File: config.mk
export PLATFORM = sky130hd
export DESIGN_NAME = mem_lsu_axi
export DESIGN_NICKNAME = d
export VERILOG_FILES = /design/src/rtl/mem_lsu_pkg.sv /design/src/rtl/mem_lsu_align.sv /design/src/rtl/mem_lsu_axi.sv
export SDC_FILE = /design/constraint.sdc
export NUM_CORES = 1
export LEC_CHECK = 0
export BUFFER_PORTS_ARGS = -buffer_cell sky130_fd_sc_hd__buf_2
export CELL_PAD_IN_SITES_DETAIL_PLACEMENT = 1
export CELL_PAD_IN_SITES_GLOBAL_PLACEMENT = 1
export CORE_ASPECT_RATIO = 1.4
export CORE_MARGIN = 4
export CORE_UTILIZATION = 41
export CTS_CLUSTER_SIZE = 12
export DETAILED_ROUTE_END_ITERATION = 10
export PLACE_DENSITY_LB_ADDON = 0.2
export SLEW_MARGIN = 20
export SYNTH_ARGS = -nofsm -noshare
export SYNTH_HDL_FRONTEND = slang
export SYNTH_SLANG_ARGS = --single-unit
File: constraint.sdc
create_clock -name clk -period 3.96 [get_ports clk]
set_input_delay 0.396 -clock clk [delete_from_list [all_inputs] [get_ports clk]]
set_output_delay 0.396 -clock clk [all_outputs]
set_load 0.02 [all_outputs]
File: src/rtl/mem_lsu_pkg.sv
// Shared types and constants for the MEM-stage load/store unit.
// Latency: none (package only).
// Backpressure: n/a.
//
// Contents: FSM state enum, access size codes, LSU error codes, AXI response
// codes, captured request control struct and the misalignment helper.
package mem_lsu_pkg;

   typedef enum logic [2:0] {
      S_IDLE,
      S_AR,
      S_R,
      S_AW_W,
      S_B,
      S_RESP
   } lsu_state_e;

   localparam logic [1:0] SIZE_B = 2'd0;
   localparam logic [1:0] SIZE_H = 2'd1;
   localparam logic [1:0] SIZE_W = 2'd2;
   localparam logic [1:0] SIZE_D = 2'd3;

   localparam logic [1:0] ERR_OK       = 2'd0;
   localparam logic [1:0] ERR_MISALIGN = 2'd1;
   localparam logic [1:0] ERR_BUS      = 2'd2;

   localparam logic [1:0] AXI_RESP_OKAY   = 2'b00;
   localparam logic [1:0] AXI_RESP_EXOKAY = 2'b01;
   localparam logic [1:0] AXI_RESP_SLVERR = 2'b10;
   localparam logic [1:0] AXI_RESP_DECERR = 2'b11;

   // Control fields captured with the address at request accept.
   typedef struct packed {
      logic       wr;
      logic [1:0] size;
      logic       sign_ext;
   } req_ctl_t;

   // Natural alignment check on the low address bits. A doubleword access is
   // only legal on a 64-bit data path.
   function automatic logic is_misaligned(input logic [2:0] lo,
                                          input logic [1:0] size,
                                          input logic       dw64);
      logic mis;
      mis = 1'b0;
      case (size)
         SIZE_B:  mis = 1'b0;
         SIZE_H:  mis = lo[0];
         SIZE_W:  mis = (lo[1:0] != 2'b00);
         SIZE_D:  mis = !dw64 || (lo != 3'b000);
         default: mis = 1'b0;
      endcase
      return mis;
   endfunction

   // Anything other than OKAY is treated as a bus error on this port.
   function automatic logic resp_is_err(input logic [1:0] resp);
      return (resp != AXI_RESP_OKAY);
   endfunction

endpackage

File: src/rtl/mem_lsu_align.sv
// Byte-lane alignment: store data/strobe shift and load extract/extend.
// Latency: purely combinational.
// Backpressure: none (no handshake).
//
// Ports:
//   off       byte offset of the access inside the bus word
//   size      access size (B/H/W/D)
//   sign_ext  load: sign-extend from the top bit of the extracted field
//   st_data   LSB-justified store data   -> wdata/wstrb lane-shifted
//   ld_raw    raw bus read word          -> ld_data extracted and extended
module mem_lsu_align
   import mem_lsu_pkg::*;
#(
   parameter int DATA_WIDTH = 64,
   parameter int STRB_W     = DATA_WIDTH / 8,
   parameter int OFF_W      = $clog2(STRB_W)
) (
   input  logic [OFF_W-1:0]      off,
   input  logic [1:0]            size,
   input  logic                  sign_ext,
   input  logic [DATA_WIDTH-1:0] st_data,
   output logic [DATA_WIDTH-1:0] wdata,
   output logic [STRB_W-1:0]     wstrb,
   input  logic [DATA_WIDTH-1:0] ld_raw,
   output logic [DATA_WIDTH-1:0] ld_data
);

   logic [STRB_W-1:0]     base_strb;
   logic [DATA_WIDTH-1:0] shifted;
   logic                  sbit;
   int                    nbytes;
   int                    nbits;

   always_comb begin
      nbytes = 1 << size;
      nbits  = 8 << size;

      // Strobe for an access of nbytes starting at lane 0, then moved to off.
      base_strb = '0;
      for (int i = 0; i < STRB_W; i++) begin
         base_strb[i] = (i < nbytes);
      end
      wstrb = base_strb << off;
      wdata = st_data << {off, 3'b000};

      // Bring the addressed field down to bit 0, then fill above it.
      shifted = ld_raw >> {off, 3'b000};
      case (size)
         SIZE_B:  sbit = shifted[7];
         SIZE_H:  sbit = shifted[15];
         SIZE_W:  sbit = shifted[31];
         default: sbit = shifted[DATA_WIDTH-1];
      endcase
      ld_data = '0;
      for (int i = 0; i < DATA_WIDTH; i++) begin
         ld_data[i] = (i < nbits) ? shifted[i] : (sign_ext & sbit);
      end
   end

endmodule

File: src/rtl/mem_lsu_axi.sv
// Blocking MEM-stage load/store unit onto an AXI4-Lite data port.
// Latency (zero-wait slave): load 3, store 3, misaligned 1 cycle accept->rsp_valid.
// Backpressure: req_ready low while busy; rsp_valid held until rsp_ready; AXI valids held until handshake.
//
// Ports:
//   clk, rst_n                      clock, async active-low reset
//   req_*                           one load/store request from the MEM stage
//   rsp_*                           response: extended load data and error code
//   ar*/r*                          AXI-Lite read address / read data channels
//   aw*/w*/b*                       AXI-Lite write address / write data / write response
module mem_lsu_axi
   import mem_lsu_pkg::*;
#(
   parameter int ADDR_WIDTH = 32,
   parameter int DATA_WIDTH = 64
) (
   input  logic                    clk,
   input  logic                    rst_n,
   // request
   input  logic                    req_valid,
   output logic                    req_ready,
   input  logic                    req_wr,
   input  logic [1:0]              req_size,
   input  logic                    req_signed,
   input  logic [ADDR_WIDTH-1:0]   req_addr,
   input  logic [DATA_WIDTH-1:0]   req_wdata,
   // response
   output logic                    rsp_valid,
   input  logic                    rsp_ready,
   output logic [DATA_WIDTH-1:0]   rsp_rdata,
   output logic [1:0]              rsp_err,
   // AXI-Lite read
   output logic [ADDR_WIDTH-1:0]   araddr,
   output logic                    arvalid,
   input  logic                    arready,
   input  logic [DATA_WIDTH-1:0]   rdata,
   input  logic [1:0]              rresp,
   input  logic                    rvalid,
   output logic                    rready,
   // AXI-Lite write
   output logic [ADDR_WIDTH-1:0]   awaddr,
   output logic                    awvalid,
   input  logic                    awready,
   output logic [DATA_WIDTH-1:0]   wdata,
   output logic [DATA_WIDTH/8-1:0] wstrb,
   output logic                    wvalid,
   input  logic                    wready,
   input  logic [1:0]              bresp,
   input  logic                    bvalid,
   output logic                    bready
);

   localparam int   STRB_W = DATA_WIDTH / 8;
   localparam int   OFF_W  = $clog2(STRB_W);
   localparam logic DW64   = (DATA_WIDTH == 64);

   lsu_state_e             state, state_nxt;
   req_ctl_t               ctl_q;
   logic [ADDR_WIDTH-1:0]  addr_q;
   logic [DATA_WIDTH-1:0]  wdata_q;
   logic                   aw_done, w_done;
   logic                   rdy_q;
   logic [DATA_WIDTH-1:0]  rsp_rdata_q;
   logic [1:0]             rsp_err_q;

   logic                   accept;
   logic                   req_mis;
   logic [DATA_WIDTH-1:0]  ld_data;

   assign accept  = req_valid && rdy_q;
   assign req_mis = is_misaligned(req_addr[2:0], req_size, DW64);

   mem_lsu_align #(
      .DATA_WIDTH (DATA_WIDTH)
   ) u_align (
      .off      (addr_q[OFF_W-1:0]),
      .size     (ctl_q.size),
      .sign_ext (ctl_q.sign_ext),
      .st_data  (wdata_q),
      .wdata    (wdata),
      .wstrb    (wstrb),
      .ld_raw   (rdata),
      .ld_data  (ld_data)
   );

   // Both channels address the whole bus word; lanes are picked by wstrb / extraction.
   assign araddr = {addr_q[ADDR_WIDTH-1:OFF_W], {OFF_W{1'b0}}};
   assign awaddr = {addr_q[ADDR_WIDTH-1:OFF_W], {OFF_W{1'b0}}};

   // req_ready is registered from next_state so that it is low while reset is
   // held and otherwise equals (state == S_IDLE).
   assign req_ready = rdy_q;
   assign rsp_rdata = rsp_rdata_q;
   assign rsp_err   = rsp_err_q;

   always_ff @(posedge clk or negedge rst_n) begin
      if (!rst_n) begin
         state <= S_IDLE;
      end else begin
         state <= state_nxt;
      end
   end

   always_comb begin
      state_nxt = state;
      arvalid   = 1'b0;
      rready    = 1'b0;
      awvalid   = 1'b0;
      wvalid    = 1'b0;
      bready    = 1'b0;
      rsp_valid = 1'b0;
      case (state)
         S_IDLE: begin
            if (accept) begin
               if (req_mis)     state_nxt = S_RESP;
               else if (req_wr) state_nxt = S_AW_W;
               else             state_nxt = S_AR;
            end
         end
         S_AR: begin
            arvalid = 1'b1;
            if (arready) state_nxt = S_R;
         end
         S_R: begin
            rready = 1'b1;
            if (rvalid) state_nxt = S_RESP;
         end
         S_AW_W: begin
            // Each channel drops its valid once its own handshake is done.
            awvalid = !aw_done;
            wvalid  = !w_done;
            if ((aw_done || awready) && (w_done || wready)) state_nxt = S_B;
         end
         S_B: begin
            bready = 1'b1;
            if (bvalid) state_nxt = S_RESP;
         end
         S_RESP: begin
            rsp_valid = 1'b1;
            if (rsp_ready) state_nxt = S_IDLE;
         end
         default: state_nxt = S_IDLE;
      endcase
   end

   always_ff @(posedge clk or negedge rst_n) begin
      if (!rst_n) begin
         rdy_q       <= 1'b0;
         ctl_q       <= '0;
         addr_q      <= '0;
         wdata_q     <= '0;
         aw_done     <= 1'b0;
         w_done      <= 1'b0;
         rsp_rdata_q <= '0;
         rsp_err_q   <= ERR_OK;
      end else begin
         rdy_q <= (state_nxt == S_IDLE);
         case (state)
            S_IDLE: begin
               if (accept) begin
                  ctl_q.wr       <= req_wr;
                  ctl_q.size     <= req_size;
                  ctl_q.sign_ext <= req_signed;
                  addr_q         <= req_addr;
                  wdata_q        <= req_wdata;
                  aw_done        <= 1'b0;
                  w_done         <= 1'b0;
                  rsp_rdata_q    <= '0;
                  rsp_err_q      <= req_mis ? ERR_MISALIGN : ERR_OK;
               end
            end
            S_AW_W: begin
               if (awvalid && awready) aw_done <= 1'b1;
               if (wvalid && wready)   w_done  <= 1'b1;
            end
            S_R: begin
               if (rvalid) begin
                  if (resp_is_err(rresp)) begin
                     rsp_rdata_q <= '0;
                     rsp_err_q   <= ERR_BUS;
                  end else begin
                     rsp_rdata_q <= ld_data;
                     rsp_err_q   <= ERR_OK;
                  end
               end
            end
            S_B: begin
               if (bvalid) begin
                  rsp_rdata_q <= '0;
                  rsp_err_q   <= resp_is_err(bresp) ? ERR_BUS : ERR_OK;
               end
            end
            S_RESP: begin
               if (rsp_ready) begin
                  aw_done <= 1'b0;
                  w_done  <= 1'b0;
               end
            end
            default: ;
         endcase
      end
   end

endmodule
==> qor.txt <==
status = finished, final reports clean
Crit path largest cell delay = 0.77 ns
static leakage = 0.00647 uW
Setup crit start kind = flop
# setup viols final = 0
Flop pwr share = 27.1%
initial core utilization = 41.6%
CP max stage cell = dfrtp_4
internal power = 6190 uW
die height = 201 um
Sink Count = 171
PortBufs = 379
grt met2 use = 49.3%
first-pass GRT wire length = 60,200 um
Avg Cell Area, Syn = 10.3 um2
mux cell area share after synthesis = 28.0%
sequential fraction of the synthesis area = 39.4%
GP Congestion = 0.907
Worst Hold Class = in -> reg
WP data required = 3.56 ns
Most used DFF post-synth = dfrtp_1
largest net degree at the start of global routing = 105
H-tree depth = 4
TritonCTS buffer count = 17
layout cell share with drive strength beyond 1 = 44.1%
cts repair resizes = 0
post-DP HPWL = 29,600 um
mapped cell area = 0.0109 mm2
Worst Tran Pin Value = 0.984 ns
share of the synthesized area in the top cell type = 39.4%
FP Rows = 70
#FFs+latches synth = 171
WL/cell = 23.6 um
Synth Area in Simple Gates = 9.46%
Final Hold Viols = 0
Vias/cell = 5.75
Post-synth EDFFs = 0
Post-Syn Instances = 1,054
Total Power = 12,300 uW
Synth Area in Adders = 0%
CTS tree = done
gr busiest metal = met2
core area = 0.0261 mm2
main combinational cell family by area after synthesis = multiplexers
Total Routed Length = 39,400 um
GRT Resource Usage Total = 26.3%
M3 GR Usage = 6.46%
Die Area = 0.0292 mm2
I/O pins = 386
vias = 9,578
drt pass-1 iters = 4
sw frac = 49.7%
Max-slew headroom = 34.3%
initial DRC count = 523
fin crit share = 80.7%
power density cells = 943 mW/mm2
Clock Path Buffers = 2
Comb pwr share = 59.6%
worst-path fanout max = 39
Synth Area in Compound Gates = 14.2%
RSZ-0062 raised after global routing = false
top area cells in the synthesized netlist = dfrtp_1, mux2_2, mux2i_1
post-synth top area cell = dfrtp_1
maximum operating frequency = 313 MHz
CTS root buf = clkbuf_16
vias in the first global route = 10,193
clock skew = 0.0109 ns
warnings from Yosys = 0
Tmin final = 3.20 ns
clk slew on worst S/H paths = 0.07 ns
M1 GR Usage = 28.3%
worst skew pair latency = 0.44 ns
CP cell instances = buf_4 -> mux2i_1 -> nor2_1 -> a21oi_1 -> o21ai_0 -> buf_2
Synth async-reset ratio = 100%
Layout area overhead = 20.3%
total global routing overflow = 0
xor and xnor fraction of the mapped netlist area = 0%
Netlist cell types = 50
final net count = 1,504
antenna violations before repair = 3
type of destination of the critical path = primary output
peak supply drop = 0.508 mV
max-capacitance violation count = 0
Final Max Tran Viols = 0
Antenna Nets Post-Route = 0
# DRC = 0
Setup Crit Path Kind = reg -> out
sw power = 6120 uW
Die X = 146 um
Clk pwr share = 13.3%
setup_tns = 0 ns
Arr. time, crit path = 2.80 ns
==> final cells by class <==
type,count,area [um2]
fill,3075,13000
multi-input combinational,725,5650
sequential,171,4290
timing repair buffer,400,2100
clock buffer,18,429
tap,324,405
clock inverter,14,139
inverter,12,45.0
antenna,2,5.00
==> critical path, delay by kind of cell (launching register included) <==
kind / cells / cell delay, ns
flip-flops: 1 / 0.77
buffers and inverters: 2 / 0.66
AO/OA/AOI/OAI: 2 / 0.44
multiplexers: 1 / 0.41
AND/OR/NAND/NOR: 1 / 0.07
==> metrics by stage <==
stage	utilization (%)	hold WS (ns)	cells	setup slack, ns	instance area, um2
after floorplan	-	0.100	1059	1.59	10900
after global routing	50.0	0.172	1666	0.624	13100
after detailed placement	47.7	0.458	1630	1.21	12500
after CTS	49.9	0.167	1663	0.736	13000
after global placement	47.7	0.454	1630	1.27	12500
final	50.0	0.184	1666	0.764	13100
==> routing by layer <==
metal,routed length [um],vias up
met1,14000,4838
met3,2580,62
met5,13,-
met4,1440,2
li1,-,4311
met2,21400,365
==> synth_stat cells, types with 9 or more instances <==
| master | number |
|---|---|
| dfrtp_1 | 171 |
| nand2_1 | 119 |
| mux2_2 | 116 |
| mux2i_1 | 106 |
| buf_4 | 71 |
| o21ai_0 | 64 |
| nor2_1 | 52 |
| a21oi_1 | 40 |
| a22oi_1 | 39 |
| buf_2 | 39 |
| clkbuf_1 | 32 |
| o211ai_1 | 31 |
| mux4_2 | 30 |
| o22ai_1 | 23 |
| a211oi_1 | 15 |
| nor2b_1 | 14 |
| inv_1 | 12 |
| and2_1 | 10 |
| and3_1 | 9 |
==> cell usage in the layout (no fill, tap or decap), types with 2 or more instances in the layout <==
cell        netlist  routed
buf_12            0       3
conb_1            1       6
nand2_1         119     119
inv_1            12      11
a22oi_1          39      39
o21a_1            2       2
and3_1            9       9
dfrtp_1         171     168
diode_2           0       2
and2_1           10      10
nor3_1            5       3
o221ai_1          4       4
o211ai_1         31      31
a21oi_1          40      40
or2_2             3       3
clkbuf_16         0      17
a211oi_1         15      15
mux4_2           30      30
inv_6             0       3
o21ai_0          64      64
nor2_1           52      52
buf_4            71      17
clkinv_4          0       5
mux2_2          116     116
nor2b_1          14      14
nand2b_1          4       4
buf_2            39     378
mux2i_1         106     106
dfrtp_4           0       2
nand3b_1          4       4
clkinvlp_4        0       3
a211o_1           5       5
nor3_2            0       2
o22ai_1          23      23
o31ai_1           3       3
==> state kept, by name (all words and copies together), names as in the netlist <==
signal and count:
ctl_q 3, w_done 1, state 3, req_ready 1, rsp_err 2, rsp_rdata 64
wdata_q 64, aw_done 1, addr_q 32
==> power groups by stage <==
stage | sequential [uW] | clock [uW] | combinational, uW
2_1_floorplan | 2970 | 0 | 5700
3_3_place_gp | 3340 | 0 | 7240
3_5_place_dp | 3370 | 0 | 7350
4_1_cts | 3340 | 1680 | 7400
5_1_grt | 3430 | 1750 | 7960
6_report | 3330 | 1640 | 7340
==> logic make-up after synthesis <==
family	after synthesis
mux	252
compound gates	239
simple gates	228
flops	171
buf+inv	163
other cells	1
==> worst paths after layout <==
check	start	to	slack, ns	cells past startpoint
setup reg to reg	addr_q[1]	rsp_rdata[27]	1.24	6
max in group asynchronous	rst_n	wdata_q[18]	2.43	3
setup / recovery	addr_q[1]	wdata[51]	0.76	6
hold reg to reg	rsp_rdata[4]	rsp_rdata[4]	0.48	2
hold / removal	req_addr[3]	addr_q[3]	0.18	2
min in group asynchronous	rst_n	aw_done	0.53	2
==> timing repair <==
action / CTS / global route
setup buffers: 0 / 0
endpoints found under the hold margin: 2 / 0
hold buffers: 1 / 0
No activity file was read; power rests on OpenSTA's default activity.
